===== src/rtl/mem_arbiter_if.sv =====
`default_nettype none
// ============================================================================
//  Module      : mem_arbiter_if
//  Description : Bundle of every handshake/bus signal around mem_arbiter:
//                hart fetch port, hart data port and backing-memory port.
//                slave  - the arbiter side (drives responses and memory cmd)
//                master - the hart + memory side (drives requests and memory
//                         responses)
//  Revision    : 1.0 - initial release
// ============================================================================
interface mem_arbiter_if;
    // Fetch port
    logic        i_if_req;
    logic [31:0] i_if_addr;
    logic        o_if_ready;
    logic        o_if_valid;
    logic [31:0] o_if_rdata;
    // Data port
    logic        i_d_req;
    logic [31:0] i_d_addr;
    logic        i_d_ren;
    logic        i_d_wen;
    logic [31:0] i_d_wdata;
    logic [3:0]  i_d_mask;
    logic        o_d_ready;
    logic        o_d_valid;
    logic [31:0] o_d_rdata;
    logic        o_d_err;
    // Backing memory port
    logic        o_mem_ren;
    logic        o_mem_wen;
    logic [31:0] o_mem_addr;
    logic [31:0] o_mem_wdata;
    logic [3:0]  o_mem_mask;
    logic        i_mem_ready;
    logic        i_mem_valid;
    logic [31:0] i_mem_rdata;
    // Status
    logic        o_busy;

    modport slave (
        input  i_if_req, i_if_addr,
        output o_if_ready, o_if_valid, o_if_rdata,
        input  i_d_req, i_d_addr, i_d_ren, i_d_wen, i_d_wdata, i_d_mask,
        output o_d_ready, o_d_valid, o_d_rdata, o_d_err,
        output o_mem_ren, o_mem_wen, o_mem_addr, o_mem_wdata, o_mem_mask,
        input  i_mem_ready, i_mem_valid, i_mem_rdata,
        output o_busy
    );

    modport master (
        output i_if_req, i_if_addr,
        input  o_if_ready, o_if_valid, o_if_rdata,
        output i_d_req, i_d_addr, i_d_ren, i_d_wen, i_d_wdata, i_d_mask,
        input  o_d_ready, o_d_valid, o_d_rdata, o_d_err,
        input  o_mem_ren, o_mem_wen, o_mem_addr, o_mem_wdata, o_mem_mask,
        output i_mem_ready, i_mem_valid, i_mem_rdata,
        input  o_busy
    );
endinterface
`default_nettype wire


===== src/rtl/mem_arbiter.sv =====
`default_nettype none
// ============================================================================
//  Module      : mem_arbiter
//  Description : Shares one handshaked backing memory between the hart's
//                instruction-fetch port and its data port. One transaction
//                outstanding at a time; data has priority, but after
//                MAX_DATA_BURST consecutive data grants with fetch waiting,
//                fetch is forced to win. Responses are routed to the
//                requester that owns the outstanding transaction.
//  Ports       : i_clk  - clock, rising edge
//                i_rst  - asynchronous active-high reset
//                bus    - mem_arbiter_if.slave (fetch, data, memory, busy)
//  Revision    : 1.0 - initial release
// ============================================================================
module mem_arbiter #(
    parameter int MAX_DATA_BURST = 4   // legal range 1..15
) (
    input  wire logic     i_clk,
    input  wire logic     i_rst,
    mem_arbiter_if.slave  bus
);

    localparam logic [3:0]  C_MAX_BURST = 4'(MAX_DATA_BURST);
    localparam logic [31:0] C_WORD_MASK = 32'hFFFF_FFFC;

    typedef enum logic [1:0] {
        S_IDLE  = 2'd0,   // nothing latched
        S_ISSUE = 2'd1,   // command on the memory port until accepted
        S_WAIT  = 2'd2,   // accepted, waiting for the memory response
        S_ERR   = 2'd3    // illegal data request: error response this cycle
    } state_t;

    state_t      r_state;
    logic [3:0]  r_streak;
    logic        r_owner_d;      // 1: outstanding transaction belongs to data
    logic        r_mem_ren;
    logic        r_mem_wen;
    logic [31:0] r_mem_addr;
    logic [31:0] r_mem_wdata;
    logic [3:0]  r_mem_mask;

    logic w_grant_point;
    logic w_grant_d;
    logic w_grant_if;
    logic w_resp;
    logic w_d_illegal;

    // Arbitration happens when no transaction is held, or in the very cycle
    // the current one completes so back-to-back transfers lose no cycle.
    assign w_grant_point = (r_state == S_IDLE) || (r_state == S_ERR) ||
                           ((r_state == S_WAIT) && bus.i_mem_valid);

    // Ready pulses are combinational so a request is accepted in the cycle it
    // is first seen; they are held off while reset is asserted.
    assign w_grant_d  = !i_rst && w_grant_point && bus.i_d_req &&
                        (!bus.i_if_req || (r_streak != C_MAX_BURST));
    assign w_grant_if = !i_rst && w_grant_point && bus.i_if_req && !w_grant_d;

    assign w_resp      = (r_state == S_WAIT) && bus.i_mem_valid;
    assign w_d_illegal = bus.i_d_ren && bus.i_d_wen;

    assign bus.o_if_ready = w_grant_if;
    assign bus.o_d_ready  = w_grant_d;

    assign bus.o_if_valid = w_resp && !r_owner_d;
    assign bus.o_if_rdata = (w_resp && !r_owner_d) ? bus.i_mem_rdata : 32'h0;

    assign bus.o_d_valid  = (w_resp && r_owner_d) || (r_state == S_ERR);
    assign bus.o_d_rdata  = (w_resp && r_owner_d) ? bus.i_mem_rdata : 32'h0;
    assign bus.o_d_err    = (r_state == S_ERR);

    assign bus.o_mem_ren   = r_mem_ren;
    assign bus.o_mem_wen   = r_mem_wen;
    assign bus.o_mem_addr  = r_mem_addr;
    assign bus.o_mem_wdata = r_mem_wdata;
    assign bus.o_mem_mask  = r_mem_mask;
    assign bus.o_busy      = (r_state != S_IDLE);

    always_ff @(posedge i_clk or posedge i_rst) begin
        if (i_rst) begin
            r_state     <= S_IDLE;
            r_streak    <= 4'd0;
            r_owner_d   <= 1'b0;
            r_mem_ren   <= 1'b0;
            r_mem_wen   <= 1'b0;
            r_mem_addr  <= 32'h0;
            r_mem_wdata <= 32'h0;
            r_mem_mask  <= 4'h0;
        end else if (r_state == S_ISSUE) begin
            if (bus.i_mem_ready) begin
                r_mem_ren <= 1'b0;
                r_mem_wen <= 1'b0;
                r_state   <= S_WAIT;
            end
        end else if (w_grant_point) begin
            if (w_grant_d) begin
                r_owner_d   <= 1'b1;
                r_mem_addr  <= bus.i_d_addr & C_WORD_MASK;
                r_mem_wdata <= bus.i_d_wdata;
                r_mem_mask  <= bus.i_d_mask;
                // An illegal request never reaches memory; it is answered
                // with an error response on the next cycle instead.
                r_mem_ren   <= bus.i_d_ren && !w_d_illegal;
                r_mem_wen   <= bus.i_d_wen && !w_d_illegal;
                r_state     <= w_d_illegal ? S_ERR : S_ISSUE;
                // Streak only grows while fetch is actually being held off;
                // it can never pass C_MAX_BURST because fetch wins there.
                r_streak    <= bus.i_if_req ? (r_streak + 4'd1) : 4'd0;
            end else if (w_grant_if) begin
                r_owner_d   <= 1'b0;
                r_mem_addr  <= bus.i_if_addr & C_WORD_MASK;
                r_mem_wdata <= 32'h0;
                r_mem_mask  <= 4'b1111;
                r_mem_ren   <= 1'b1;
                r_mem_wen   <= 1'b0;
                r_state     <= S_ISSUE;
                r_streak    <= 4'd0;
            end else begin
                r_state     <= S_IDLE;
            end
        end
    end

endmodule
`default_nettype wire


===== src/flat_wrapper.sv =====
// flat-port wrapper written by rule: the top's interface ports become plain ports
module mem_arbiter_flat 
#(
    parameter int MAX_DATA_BURST = 4                       
)
  (i_clk, i_rst, bus_i_if_req, bus_i_if_addr, bus_o_if_ready, bus_o_if_valid, bus_o_if_rdata, bus_i_d_req, bus_i_d_addr, bus_i_d_ren, bus_i_d_wen, bus_i_d_wdata, bus_i_d_mask, bus_o_d_ready, bus_o_d_valid, bus_o_d_rdata, bus_o_d_err, bus_o_mem_ren, bus_o_mem_wen, bus_o_mem_addr, bus_o_mem_wdata, bus_o_mem_mask, bus_i_mem_ready, bus_i_mem_valid, bus_i_mem_rdata, bus_o_busy);
  mem_arbiter_if bus_i ();
  input  wire logic i_clk;
  input  wire logic i_rst;
  input wire logic [$bits(bus_i.i_if_req)-1:0] bus_i_if_req;
  input wire logic [$bits(bus_i.i_if_addr)-1:0] bus_i_if_addr;
  output wire logic [$bits(bus_i.o_if_ready)-1:0] bus_o_if_ready;
  output wire logic [$bits(bus_i.o_if_valid)-1:0] bus_o_if_valid;
  output wire logic [$bits(bus_i.o_if_rdata)-1:0] bus_o_if_rdata;
  input wire logic [$bits(bus_i.i_d_req)-1:0] bus_i_d_req;
  input wire logic [$bits(bus_i.i_d_addr)-1:0] bus_i_d_addr;
  input wire logic [$bits(bus_i.i_d_ren)-1:0] bus_i_d_ren;
  input wire logic [$bits(bus_i.i_d_wen)-1:0] bus_i_d_wen;
  input wire logic [$bits(bus_i.i_d_wdata)-1:0] bus_i_d_wdata;
  input wire logic [$bits(bus_i.i_d_mask)-1:0] bus_i_d_mask;
  output wire logic [$bits(bus_i.o_d_ready)-1:0] bus_o_d_ready;
  output wire logic [$bits(bus_i.o_d_valid)-1:0] bus_o_d_valid;
  output wire logic [$bits(bus_i.o_d_rdata)-1:0] bus_o_d_rdata;
  output wire logic [$bits(bus_i.o_d_err)-1:0] bus_o_d_err;
  output wire logic [$bits(bus_i.o_mem_ren)-1:0] bus_o_mem_ren;
  output wire logic [$bits(bus_i.o_mem_wen)-1:0] bus_o_mem_wen;
  output wire logic [$bits(bus_i.o_mem_addr)-1:0] bus_o_mem_addr;
  output wire logic [$bits(bus_i.o_mem_wdata)-1:0] bus_o_mem_wdata;
  output wire logic [$bits(bus_i.o_mem_mask)-1:0] bus_o_mem_mask;
  input wire logic [$bits(bus_i.i_mem_ready)-1:0] bus_i_mem_ready;
  input wire logic [$bits(bus_i.i_mem_valid)-1:0] bus_i_mem_valid;
  input wire logic [$bits(bus_i.i_mem_rdata)-1:0] bus_i_mem_rdata;
  output wire logic [$bits(bus_i.o_busy)-1:0] bus_o_busy;
  assign bus_i.i_if_req = bus_i_if_req;
  assign bus_i.i_if_addr = bus_i_if_addr;
  assign bus_o_if_ready = bus_i.o_if_ready;
  assign bus_o_if_valid = bus_i.o_if_valid;
  assign bus_o_if_rdata = bus_i.o_if_rdata;
  assign bus_i.i_d_req = bus_i_d_req;
  assign bus_i.i_d_addr = bus_i_d_addr;
  assign bus_i.i_d_ren = bus_i_d_ren;
  assign bus_i.i_d_wen = bus_i_d_wen;
  assign bus_i.i_d_wdata = bus_i_d_wdata;
  assign bus_i.i_d_mask = bus_i_d_mask;
  assign bus_o_d_ready = bus_i.o_d_ready;
  assign bus_o_d_valid = bus_i.o_d_valid;
  assign bus_o_d_rdata = bus_i.o_d_rdata;
  assign bus_o_d_err = bus_i.o_d_err;
  assign bus_o_mem_ren = bus_i.o_mem_ren;
  assign bus_o_mem_wen = bus_i.o_mem_wen;
  assign bus_o_mem_addr = bus_i.o_mem_addr;
  assign bus_o_mem_wdata = bus_i.o_mem_wdata;
  assign bus_o_mem_mask = bus_i.o_mem_mask;
  assign bus_i.i_mem_ready = bus_i_mem_ready;
  assign bus_i.i_mem_valid = bus_i_mem_valid;
  assign bus_i.i_mem_rdata = bus_i_mem_rdata;
  assign bus_o_busy = bus_i.o_busy;
  mem_arbiter #(.MAX_DATA_BURST(MAX_DATA_BURST)) u_core (.i_clk(i_clk), .i_rst(i_rst), .bus(bus_i));
endmodule

===== config.mk =====
export PLATFORM = sky130hd
export DESIGN_NAME = mem_arbiter_flat
export DESIGN_NICKNAME = d
export VERILOG_FILES = /design/src/rtl/mem_arbiter_if.sv /design/src/rtl/mem_arbiter.sv /design/src/flat_wrapper.sv
export SDC_FILE = /design/constraint.sdc
export NUM_CORES = 1
export LEC_CHECK = 0
export BUFFER_PORTS_ARGS = -buffer_cell sky130_fd_sc_hd__buf_2
export CORE_AREA = 5 5 105 107
export DETAILED_ROUTE_END_ITERATION = 6
export DIE_AREA = 0 0 110 112
export PLACE_DENSITY = 0.78
export SLEW_MARGIN = 25
export SYNTH_ARGS = -nofsm -noshare
export SYNTH_HDL_FRONTEND = slang
export SYNTH_SLANG_ARGS = --single-unit

===== constraint.sdc =====
create_clock -name i_clk -period 7.7 [get_ports i_clk]
set_input_delay 1.54 -clock i_clk [delete_from_list [all_inputs] [get_ports i_clk]]
set_output_delay 1.54 -clock i_clk [all_outputs]
set_load 0.005 [all_outputs]

==> flow_metrics.env, run 1 <==
export IMPL_status="finished clean"
export IMPL_crit_slowest_cell="and3_1"
export IMPL_switching_share=0.401
export IMPL_die_h_um=112
export IMPL_cts_tree="done"
export IMPL_port_buffers=273
export IMPL_cpMostUsedCell="buf_2"
export IMPL_post_cts_resized=0
export IMPL_yosysWarnings=0
export IMPL_grt_max_degree=77
export IMPL_core_area_um2=10000
export IMPL_min_period_ns=4.33
export IMPL_cp_max_fo=33
export IMPL_p_sw_uw=751
export IMPL_cp_end_kind="output port"
export IMPL_grt_pass1_wl_um=20900
export IMPL_hold_class="reg -> reg"
export IMPL_async_flop_share=1.00
export IMPL_htree_num_levels=3
export IMPL_ctsHoldBuffers=0
export IMPL_drc_errors=0
export IMPL_rsz0062_at_grt="false"
export IMPL_initial_core_util=0.389
export IMPL_clock_sinks=75
export IMPL_final_cell_mix="buf_2, dfrtp_1, and2_1"
export IMPL_dieArea_um2=12300
export IMPL_power_density_nw_per_um2=341
export IMPL_grt_pass1_vias=4102
export IMPL_setup_viol=0
export IMPL_ir_drop_mv=0.135
export IMPL_cp_start_kind="input port"
export IMPL_layout_nets=795
export IMPL_wire_per_inst_um=17.2
export IMPL_drive_gt1_frac=0.469
export IMPL_drv_cap=0
export IMPL_min_period_over_period=0.563
export IMPL_postCtsSetupRepairBufs=0
export IMPL_internal_power_uw=1120
export IMPL_final_util=0.547
export IMPL_arrival_ns=2.79
export IMPL_path_cells="buf_2 > and3_1 > and2_1 > buf_2"
export IMPL_fin_skew_ns=0.0106
export IMPL_diodes=0
export IMPL_area_growth_pct=40.5
export IMPL_p_clk_frac=0.154
export IMPL_cts_path_max_buffers=2
export IMPL_synth_cell_types=45
export IMPL_crit_type="in -> out"
export IMPL_timing_slew_headroom=0.411
export IMPL_worstSetupStartpoint="bus_i_mem_valid"
export IMPL_routed_wl_um=13600
export IMPL_fill_cells=907
export IMPL_synth_area_um2=3910
export IMPL_hpwl_um=9870
export IMPL_grt_overflow=0
export IMPL_synth_area_per_cell_um2=9.78
export IMPL_cts_buffers=9
export IMPL_hold_violations=0
export IMPL_synth_edf_count=0
export IMPL_worstSkewPairLatency_ns=0.35
export IMPL_yosys_register_bits=75
export IMPL_hp_start="u_core.bus.o_mem_mask[2]"
export IMPL_combPwrFrac=0.469
export IMPL_post_drt_via_cell_ratio=5.35
export IMPL_globalplace_congestion=0.844
export IMPL_antenna_found_initial=0
export IMPL_synth_ff_type="dfrtp_1"
export IMPL_postRouteAntennaNets=0
export IMPL_reg2reg_from="u_core.r_state[0]"
export IMPL_clockRootBuffer="clkbuf_8"
export IMPL_vias=4226
export IMPL_rows=37
export IMPL_drt_pass1_iterations=5
export IMPL_syn_inst=400
export IMPL_p_leak_uw=0.00293
export IMPL_ios=280
export IMPL_drv_slew=0
export IMPL_yosysSeqAreaShare=0.480
export IMPL_cp_slowest_stage_delay_ns=0.72
export IMPL_die_x_um=110
export IMPL_gr_usage_all_layers=0.211
export IMPL_worst_pin_slew_ns=0.882
export IMPL_critPathRequiredTime_ns=6.16
export IMPL_drt_iter0_drc=397
export IMPL_seqPwrFrac=0.378
export IMPL_path_clk_slew_ns=0.09
export IMPL_final_common_cell="buf_2"
export IMPL_setup_tns_ns=0
export IMPL_power_total_uw=1870
export IMPL_fmax_ghz=0.231
==> metal layers <==
layer / wire [µm] / up-vias / GRT usage
li1: - / 1968 / -
met1: 5560 / 2037 / 0.276
met2: 6600 / 201 / 0.348
met3: 1260 / 20 / 0.0435
met4: 178 / 0 / 0.0648
met5: 0 / - / 0
==> cell families after synthesis <==
family / after synthesis / share of synthesized area
AO/OA/AOI/OAI: 140 / 0.244
adder cells (fa/ha/maj): 6 / 0.0192
buffers and inverters: 51 / 0.0598
flip-flops: 75 / 0.480
multiplexers: 2 / 0.00512
other: 1 / 0.000958
AND/OR/NAND/NOR: 125 / 0.191
==> critical path: cells and delay by family <==
kind	cells	cell delay (ns)
AND/OR/NAND/NOR	2	1.00
buffers and inverters	2	0.24
==> cell usage after synthesis (3+ instances only) <==
cell type	n	area, µm²
buf_6	3	33.8
nand3_1	34	170
ha_1	6	75.1
a22o_1	32	280
o21ai_0	30	150
clkbuf_1	28	105
o22a_1	4	35.0
buf_2	6	30.0
a31oi_1	60	375
nand2_1	6	22.5
and2_1	65	407
buf_4	3	22.5
nor2_1	4	15.0
inv_1	9	33.8
dfrtp_1	75	1880
==> state kept, by name (all words and copies together) (netlist names) <==
register / flops
u_core.r_state: 2
u_core.r_streak: 4
u_core.bus.o_mem_wdata: 32
u_core.bus.o_mem_addr: 30
u_core.bus.o_mem_wen: 1
u_core.bus.o_mem_mask: 4
u_core.r_owner_d: 1
u_core.bus.o_mem_ren: 1
==> per-stage QoR <==
stage / std cells / cell area [µm²] / hold WS (ns) / setup slack (ns)
floorplan: 401 / 3920 / 0.465 / 2.61
CTS: 790 / 5490 / 0.497 / 3.39
detailed placement: 774 / 5310 / 0.476 / 3.40
global route: 790 / 5500 / 0.508 / 3.22
finish: 790 / 5500 / 0.498 / 3.37
global placement: 774 / 5310 / 0.471 / 3.02
==> power groups by stage <==
stage	Sequential, µW	Combinational, µW	Clock (µW)
after floorplan	714	495	0
after global placement	701	848	0
after detailed placement	708	883	0
after CTS	705	886	300
after global routing	729	978	315
final	707	878	288
==> final timing paths <==
check,to,slack [ns],depth (start not counted)
max in group asynchronous,u_core.bus.o_mem_addr[3],5.82,3
hold / removal,u_core.bus.o_mem_mask[2],0.50,1
min in group asynchronous,u_core.r_streak[2],1.42,3
hold reg to reg,u_core.bus.o_mem_mask[2],0.50,1
setup / recovery,bus_o_d_rdata[13],3.37,4
setup reg to reg,u_core.bus.o_mem_wdata[23],4.93,5
==> final cells by class <==
| cell class | count | area, µm² | share of cell area |
|---|---|---|---|
| flip-flops and latches | 75 | 1880 | 0.341 |
| multi-input cells | 275 | 1820 | 0.331 |
| repair buffers | 279 | 1420 | 0.257 |
| well taps | 136 | 170 | 0.0309 |
| clock buffers | 9 | 124 | 0.0225 |
| clock inverters | 7 | 57.6 | 0.0105 |
| inverters | 9 | 35.0 | 0.00637 |
No activity file was read; power rests on OpenSTA's default activity.
==> inputs of run 2 (changes only) <==
--- a/config.mk
+++ b/config.mk
@@ -5,11 +5,12 @@
 export SDC_FILE = /design/constraint.sdc
 export NUM_CORES = 1
 export LEC_CHECK = 0
+export ABC_AREA = 1
 export BUFFER_PORTS_ARGS = -buffer_cell sky130_fd_sc_hd__buf_2
-export CORE_AREA = 5 5 105 107
+export CORE_MARGIN = 5
+export CORE_UTILIZATION = 42
 export DETAILED_ROUTE_END_ITERATION = 6
-export DIE_AREA = 0 0 110 112
-export PLACE_DENSITY = 0.78
+export PLACE_DENSITY = 0.81
 export SLEW_MARGIN = 25
 export SYNTH_ARGS = -nofsm -noshare
 export SYNTH_HDL_FRONTEND = slang
==> constraint.sdc (replaced) <==
create_clock -name i_clk -period 4 [get_ports i_clk]
set_input_delay 0.8 -clock i_clk [delete_from_list [all_inputs] [get_ports i_clk]]
set_output_delay 0.8 -clock i_clk [all_outputs]
set_load 0.005 [all_outputs]
==> run 2 against run 1 <==
- flip-flop and latch count stayed put
- combinational power grew 79%
- critical path depth is 2 higher
- clock skew rose by 0.0051 ns
- global-route usage up 1.4 points
- sequential power is 71% higher
- sequential share of layout area shrank 2.1 points
- power rose by 91%
- first-iteration DRC count is 15% lower
- synthesized cell count grew 42%
- routed wire length is 4.8% higher
- critical endpoint is now bus_o_d_ready
==> flow_metrics.env, run 2 <==
export IMPL_power_density_nw_per_um2=610
export IMPL_clock_sinks=75
export IMPL_vias=4538
export IMPL_setup_slack_ns=0.980
export IMPL_hpwl_um=10700
export IMPL_area_growth_pct=40.8
export IMPL_cts_tree="done"
export IMPL_synthTopCellsByCount="nand2_1, nand3_1, nor2_1"
export IMPL_setup_viol=0
export IMPL_hold_violations=0
export IMPL_drive_gt1_frac=0.370
export IMPL_postRouteAntennaNets=0
export IMPL_setup_tns_ns=0
export IMPL_wire_per_inst_um=14.8
export IMPL_rsz0062_at_grt="false"
export IMPL_drc_errors=0
export IMPL_dp_cells=946
export IMPL_ff2ff_setup_slack_ns=1.32
export IMPL_syn_inst=567
export IMPL_p_leak_uw=0.00371
export IMPL_yosysSeqAreaShare=0.452
export IMPL_grt_overflow=0
export IMPL_cp_end_kind="output port"
export IMPL_post_cts_resized=0
export IMPL_drv_slew=0
export IMPL_worstSkewPairLatency_ns=0.34
export IMPL_die_h_um=109
export IMPL_fmax_ghz=0.331
export IMPL_drv_cap=0
export IMPL_final_common_cell="buf_2"
export IMPL_min_period_ns=3.02
export IMPL_synth_edf_count=0
export IMPL_status="finished clean"
export IMPL_stdcell_count=964
export IMPL_synthTopCellsByArea="dfrtp_1, nand2_1, nand3_1, nor2_1, inv_1"
export IMPL_worst_pin_slew_ns=1.02
export IMPL_grt_max_degree=76
export IMPL_synth_largest_area_cell="dfrtp_1"
export IMPL_drt_pass1_iterations=4
export IMPL_ctsHoldBuffers=0
export IMPL_synth_area_per_cell_um2=7.33
export IMPL_fin_skew_ns=0.0157
export IMPL_cp_max_fo=31
export IMPL_routed_wl_um=14300
export IMPL_grt_pass1_wl_um=21100
export IMPL_r2r_end="u_core.bus.o_mem_mask[1]"
export IMPL_yosysWarnings=0
export IMPL_synth_cell_types=25
export IMPL_hold_depth=2
export IMPL_post_drt_via_cell_ratio=4.71
export IMPL_r2r_worst_path_cells=9
export IMPL_core_area_um2=9730
export IMPL_path_clk_slew_ns=0.08
export IMPL_yosys_register_bits=75
export IMPL_rows=36
export IMPL_cts_buffers=9
export IMPL_synth_most_common_cell="nand2_1"
export IMPL_holdPathEnd="u_core.bus.o_mem_wdata[16]"
export IMPL_crit_type="reg -> out"
export IMPL_preCtsSetupSlack_ns=1.14
export IMPL_globalplace_congestion=0.851
export IMPL_dieArea_um2=12000
export IMPL_synth_ff_type="dfrtp_1"
export IMPL_hold_class="reg -> reg"
export IMPL_synth_top_area_share=0.452
export IMPL_htree_num_levels=3
export IMPL_die_x_um=109
export IMPL_initial_core_util=0.427
export IMPL_synth_area_um2=4160
export IMPL_async_flop_share=1.00
export IMPL_postCtsSetupRepairBufs=0
export IMPL_final_cell_mix="buf_2, nand2_1, nand3_1"
export IMPL_min_period_over_period=0.755
export IMPL_fill_cells=962
export IMPL_critPathRequiredTime_ns=3.20
export IMPL_layout_nets=970
export IMPL_drt_iter0_drc=339
export IMPL_antenna_found_initial=1
export IMPL_ff_latch_area_um2=1880
export IMPL_multiInputGateArea_um2=1810
export IMPL_largest_reg_flops=32
export IMPL_cp_start_kind="register"
export IMPL_port_buffers=273
export IMPL_hp_start="u_core.bus.o_mem_wdata[16]"
export IMPL_clockRootBuffer="clkbuf_8"
export IMPL_grt_pass1_vias=4244
export IMPL_ios=280
export IMPL_worstSetupStartpoint="u_core.r_state[0]"
export IMPL_reg2reg_from="u_core.r_state[0]"
export IMPL_gr_usage_all_layers=0.225
export IMPL_arrival_ns=2.22
export IMPL_cts_path_max_buffers=2
export IMPL_ir_drop_mv=0.318
export IMPL_timing_slew_headroom=0.317
## run 2: cell count changes after synthesis, sizes merged, moves of 30 or more
cell,change
nand2,+143
nor2,+80
inv,+67
nand3,+67
and2,-65
a31oi,-60
a22o,-32
o21bai,+30
## run 2: worst max path at each step
stage,endpoint,depth (start not counted)
6_report,bus_o_d_ready,6
5_1_grt,bus_o_d_ready,6
4_1_cts,bus_o_d_ready,6
3_5_place_dp,u_core.bus.o_mem_mask[0],9
3_3_place_gp,bus_o_d_ready,6
2_1_floorplan,bus_o_d_ready,4
## run 2: kinds of logic after synthesis
group	count (synthesis)	share of synthesized area
AOI/OAI and AO/OA	36	0.0665
xor gates and xnor gates	2	0.00422
adders and majority gates	6	0.0181
buffers and inverters	112	0.116
DFF	75	0.452
other	1	0.000902
and+or+nand+nor	335	0.343
## run 2: final cells by class
type,count,share of cell area
multi-input combinational,381,0.310
antenna,2,0.000855
sequential,75,0.321
timing repair buffer,281,0.244
tap,133,0.0284
clock inverter,4,0.0205
inverter,76,0.0490
clock buffer,12,0.0265
## run 2: power by group
group / internal (µW) / switching (µW) / leakage, µW
Sequential: 1060 / 155 / 0.000954
Clock: 513 / 274 / 0.000137
Combinational: 592 / 982 / 0.00262
## run 2: worst max-delay path: stages (launching register included)
cell and delay (ns):
dfrtp_1 0.38, inv_1 0.09, ha_1 0.36, nand2_2 0.12, nand3_2 0.52, nor2_4 0.28
buf_2 0.16
## run 2: through the flow
| step | hold WS (ns) | instance area, µm² | utilization | total power, µW |
|---|---|---|---|---|
| after floorplan | 0.449 | 4160 | - | 2170 |
| after global placement | 0.449 | 5570 | 0.572 | 2770 |
| after detailed placement | 0.453 | 5570 | 0.572 | 2820 |
| after CTS | 0.473 | 5840 | 0.601 | 3610 |
| after global routing | 0.488 | 5850 | 0.601 | 3850 |
| final | 0.470 | 5850 | 0.601 | 3570 |
## run 2: per-layer routing
metal  routed length, µm  share of wire  up-vias  global-route usage
met4                 571          0.040        0               0.114
li1                    -              -     2253                   -
met3                1130          0.079       35              0.0388
met1                5250           0.37     2064               0.257
met2                7310           0.51      186               0.404
met5                   0              0        -                   0
==> inputs of run 3 (changes only) <==
--- a/config.mk
+++ b/config.mk
@@ -8,9 +8,9 @@
 export ABC_AREA = 1
 export BUFFER_PORTS_ARGS = -buffer_cell sky130_fd_sc_hd__buf_2
 export CORE_MARGIN = 5
-export CORE_UTILIZATION = 42
+export CORE_UTILIZATION = 38
 export DETAILED_ROUTE_END_ITERATION = 6
-export PLACE_DENSITY = 0.81
+export PLACE_DENSITY = 0.77
 export SLEW_MARGIN = 25
 export SYNTH_ARGS = -nofsm -noshare
 export SYNTH_HDL_FRONTEND = slang
==> constraint.sdc (replaced) <==
create_clock -name i_clk -period 2.6 [get_ports i_clk]
set_input_delay 0.52 -clock i_clk [delete_from_list [all_inputs] [get_ports i_clk]]
set_output_delay 0.52 -clock i_clk [all_outputs]
set_load 0.005 [all_outputs]
==> run 3 against run 2 <==
- count of clock-buffer cells in the layout is 2 lower
- sequential power up 54%
- critical path depth up 2
- routed wire length fell by 0.42%
- global-route usage down 1.5 points
- cell count up 2.0%
- cell area up 1.3%
- clock skew fell by 0.0046 ns
- flip-flop and latch count did not move
- clock power is 31% higher
- critical path type unchanged
- largest power group unchanged
==> flow_metrics.env, run 3 (synthesized netlist as in run 2, its figures left out) <==
export IMPL_die_x_um=115
export IMPL_p_leak_uw=0.00374
export IMPL_diodes=0
export IMPL_cp_start_kind="register"
export IMPL_rows=38
export IMPL_largest_reg_flops=32
export IMPL_critPathRequiredTime_ns=2.08
export IMPL_fin_skew_ns=0.0111
export IMPL_dp_cells=954
export IMPL_path_clk_slew_ns=0.09
export IMPL_area_growth_pct=42.7
export IMPL_path_cells="inv_1 > ha_1 > nand2_1 > nor2_4 > buf_4 > nor2_4 > nor2_1 > buf_2"
export IMPL_cp_max_fo=31
export IMPL_htree_num_levels=3
export IMPL_clockRootBuffer="clkbuf_8"
export IMPL_ctsHoldBuffers=0
export IMPL_gr_usage_all_layers=0.210
export IMPL_drt_pass1_iterations=4
export IMPL_core_area_um2=10800
export IMPL_cpMostUsedCell="nor2_4"
export IMPL_grt_pass1_wl_um=21900
export IMPL_cts_tree="done"
export IMPL_routed_wl_um=14200
export IMPL_vias=4637
export IMPL_worstSkewPairLatency_ns=0.35
export IMPL_dpl_cell_area_um2=5590
export IMPL_cts_path_max_buffers=2
export IMPL_drc_errors=0
export IMPL_setup_viol=0
export IMPL_cp_end_kind="output port"
export IMPL_min_period_ns=2.45
export IMPL_crit_slowest_cell="dfrtp_1"
export IMPL_cts_buffers=9
export IMPL_min_period_over_period=0.943
export IMPL_status="finished clean"
export IMPL_hold_class="in -> reg"
export IMPL_crit_family="buffers and inverters"
export IMPL_arrival_ns=1.93
export IMPL_port_buffers=273
export IMPL_hold_violations=0
export IMPL_fill_cells=1072
export IMPL_dieArea_um2=13100
export IMPL_hpwl_um=10300
export IMPL_stdcell_area_um2=5930
export IMPL_crit_type="reg -> out"
export IMPL_die_h_um=115
export IMPL_antenna_found_initial=1
export IMPL_final_cell_mix="buf_2, nand2_1, nand3_1"
export IMPL_grt_pass1_vias=4404
export IMPL_layout_nets=984
export IMPL_drv_slew=0
export IMPL_setup_tns_ns=0
export IMPL_wire_per_inst_um=14.4
export IMPL_initial_core_util=0.385
export IMPL_timing_slew_headroom=0.496
export IMPL_power_density_nw_per_um2=912
export IMPL_cp_slowest_stage_delay_ns=0.42
export IMPL_grt_max_degree=76
export IMPL_ios=280
export IMPL_fmax_ghz=0.408
export IMPL_final_common_cell="buf_2"
export IMPL_clock_sinks=75
export IMPL_rsz0062_at_grt="false"
export IMPL_drt_iter0_drc=231
export IMPL_drv_cap=0
export IMPL_stdcell_count=983
export IMPL_ff2ff_setup_slack_ns=0.51
export IMPL_ir_drop_mv=0.501
export IMPL_post_drt_via_cell_ratio=4.72
export IMPL_postRouteAntennaNets=0
export IMPL_final_util=0.550
export IMPL_globalplace_congestion=0.785
export IMPL_drive_gt1_frac=0.384
export IMPL_grt_overflow=0
export IMPL_power_total_uw=5410
export IMPL_worst_pin_slew_ns=0.755
export IMPL_path_buf_inv=3
run 3: changes by cell type in the layout (fill, tap and decap cells not counted), moves of 2 or more:
cell / previous run / this run
buf_4: 7 / 19
clkinvlp_4: 0 / 3
bufinv_16: 4 / 2
diode_2: 2 / 0
run 3: metal layers:
layer,global-route usage,part of all wire
met1,0.232,0.37
met2,0.374,0.50
met3,0.0608,0.098
met4,0.0887,0.031
met5,0,0.00092
run 3: what timing repair did:
action,4_1_cts,5_1_grt
resized for setup,4,0
buffers inserted,2,9
pin swaps,1,1
cloned,2,0
endpoints found under the setup margin,33,17
run 3: final cells by class:
type / instances / area (µm²) / share of cell area
timing repair inverter: 1 / 7.51 / 0.00127
clock inverter: 6 / 87.6 / 0.0148
sequential: 75 / 1880 / 0.316
timing repair buffer: 293 / 1520 / 0.256
multi-input combinational: 382 / 1830 / 0.309
inverter: 76 / 293 / 0.0494
clock buffer: 10 / 138 / 0.0232
tap: 140 / 175 / 0.0295
run 3: stage by stage:
step | worst slack [ns] | hold WS (ns)
after floorplan | -0.0971 | 0.449
after global placement | 0.216 | 0.449
after detailed placement | 0.198 | 0.453
after CTS | 0.00405 | 0.372
after global routing | 0.0232 | 0.369
final | 0.148 | 0.388
run 3: path summary, 6_finish.rpt:
check                                                  end  cells past startpoint                        from
worst max-delay path                        bus_o_if_ready                      8          u_core.r_streak[0]
worst min-delay path              u_core.bus.o_mem_mask[0]                      3             bus_i_d_mask[0]
worst max register to register  u_core.bus.o_mem_wdata[14]                      7           u_core.r_state[0]
worst min register to register  u_core.bus.o_mem_wdata[28]                      2  u_core.bus.o_mem_wdata[28]
max in group asynchronous        u_core.bus.o_mem_wdata[7]                      3                       i_rst
min in group asynchronous        u_core.bus.o_mem_addr[24]                      3                       i_rst
run 3: report_power, final:
| part | switching, µW | internal (µW) | total [µW] |
|---|---|---|---|
| combinational | 1530 | 986 | 2520 |
| clock | 459 | 569 | 1030 |
| sequential | 238 | 1620 | 1860 |
run 3: worst reg2reg max path, cell delays in order (launching register included):
cell and delay (ns):
dfrtp_1 0.38, inv_1 0.09, ha_1 0.35, a21oi_4 0.32
o211ai_4 0.25, buf_4 0.37, nand2_1 0.18, nand2_1 0.06
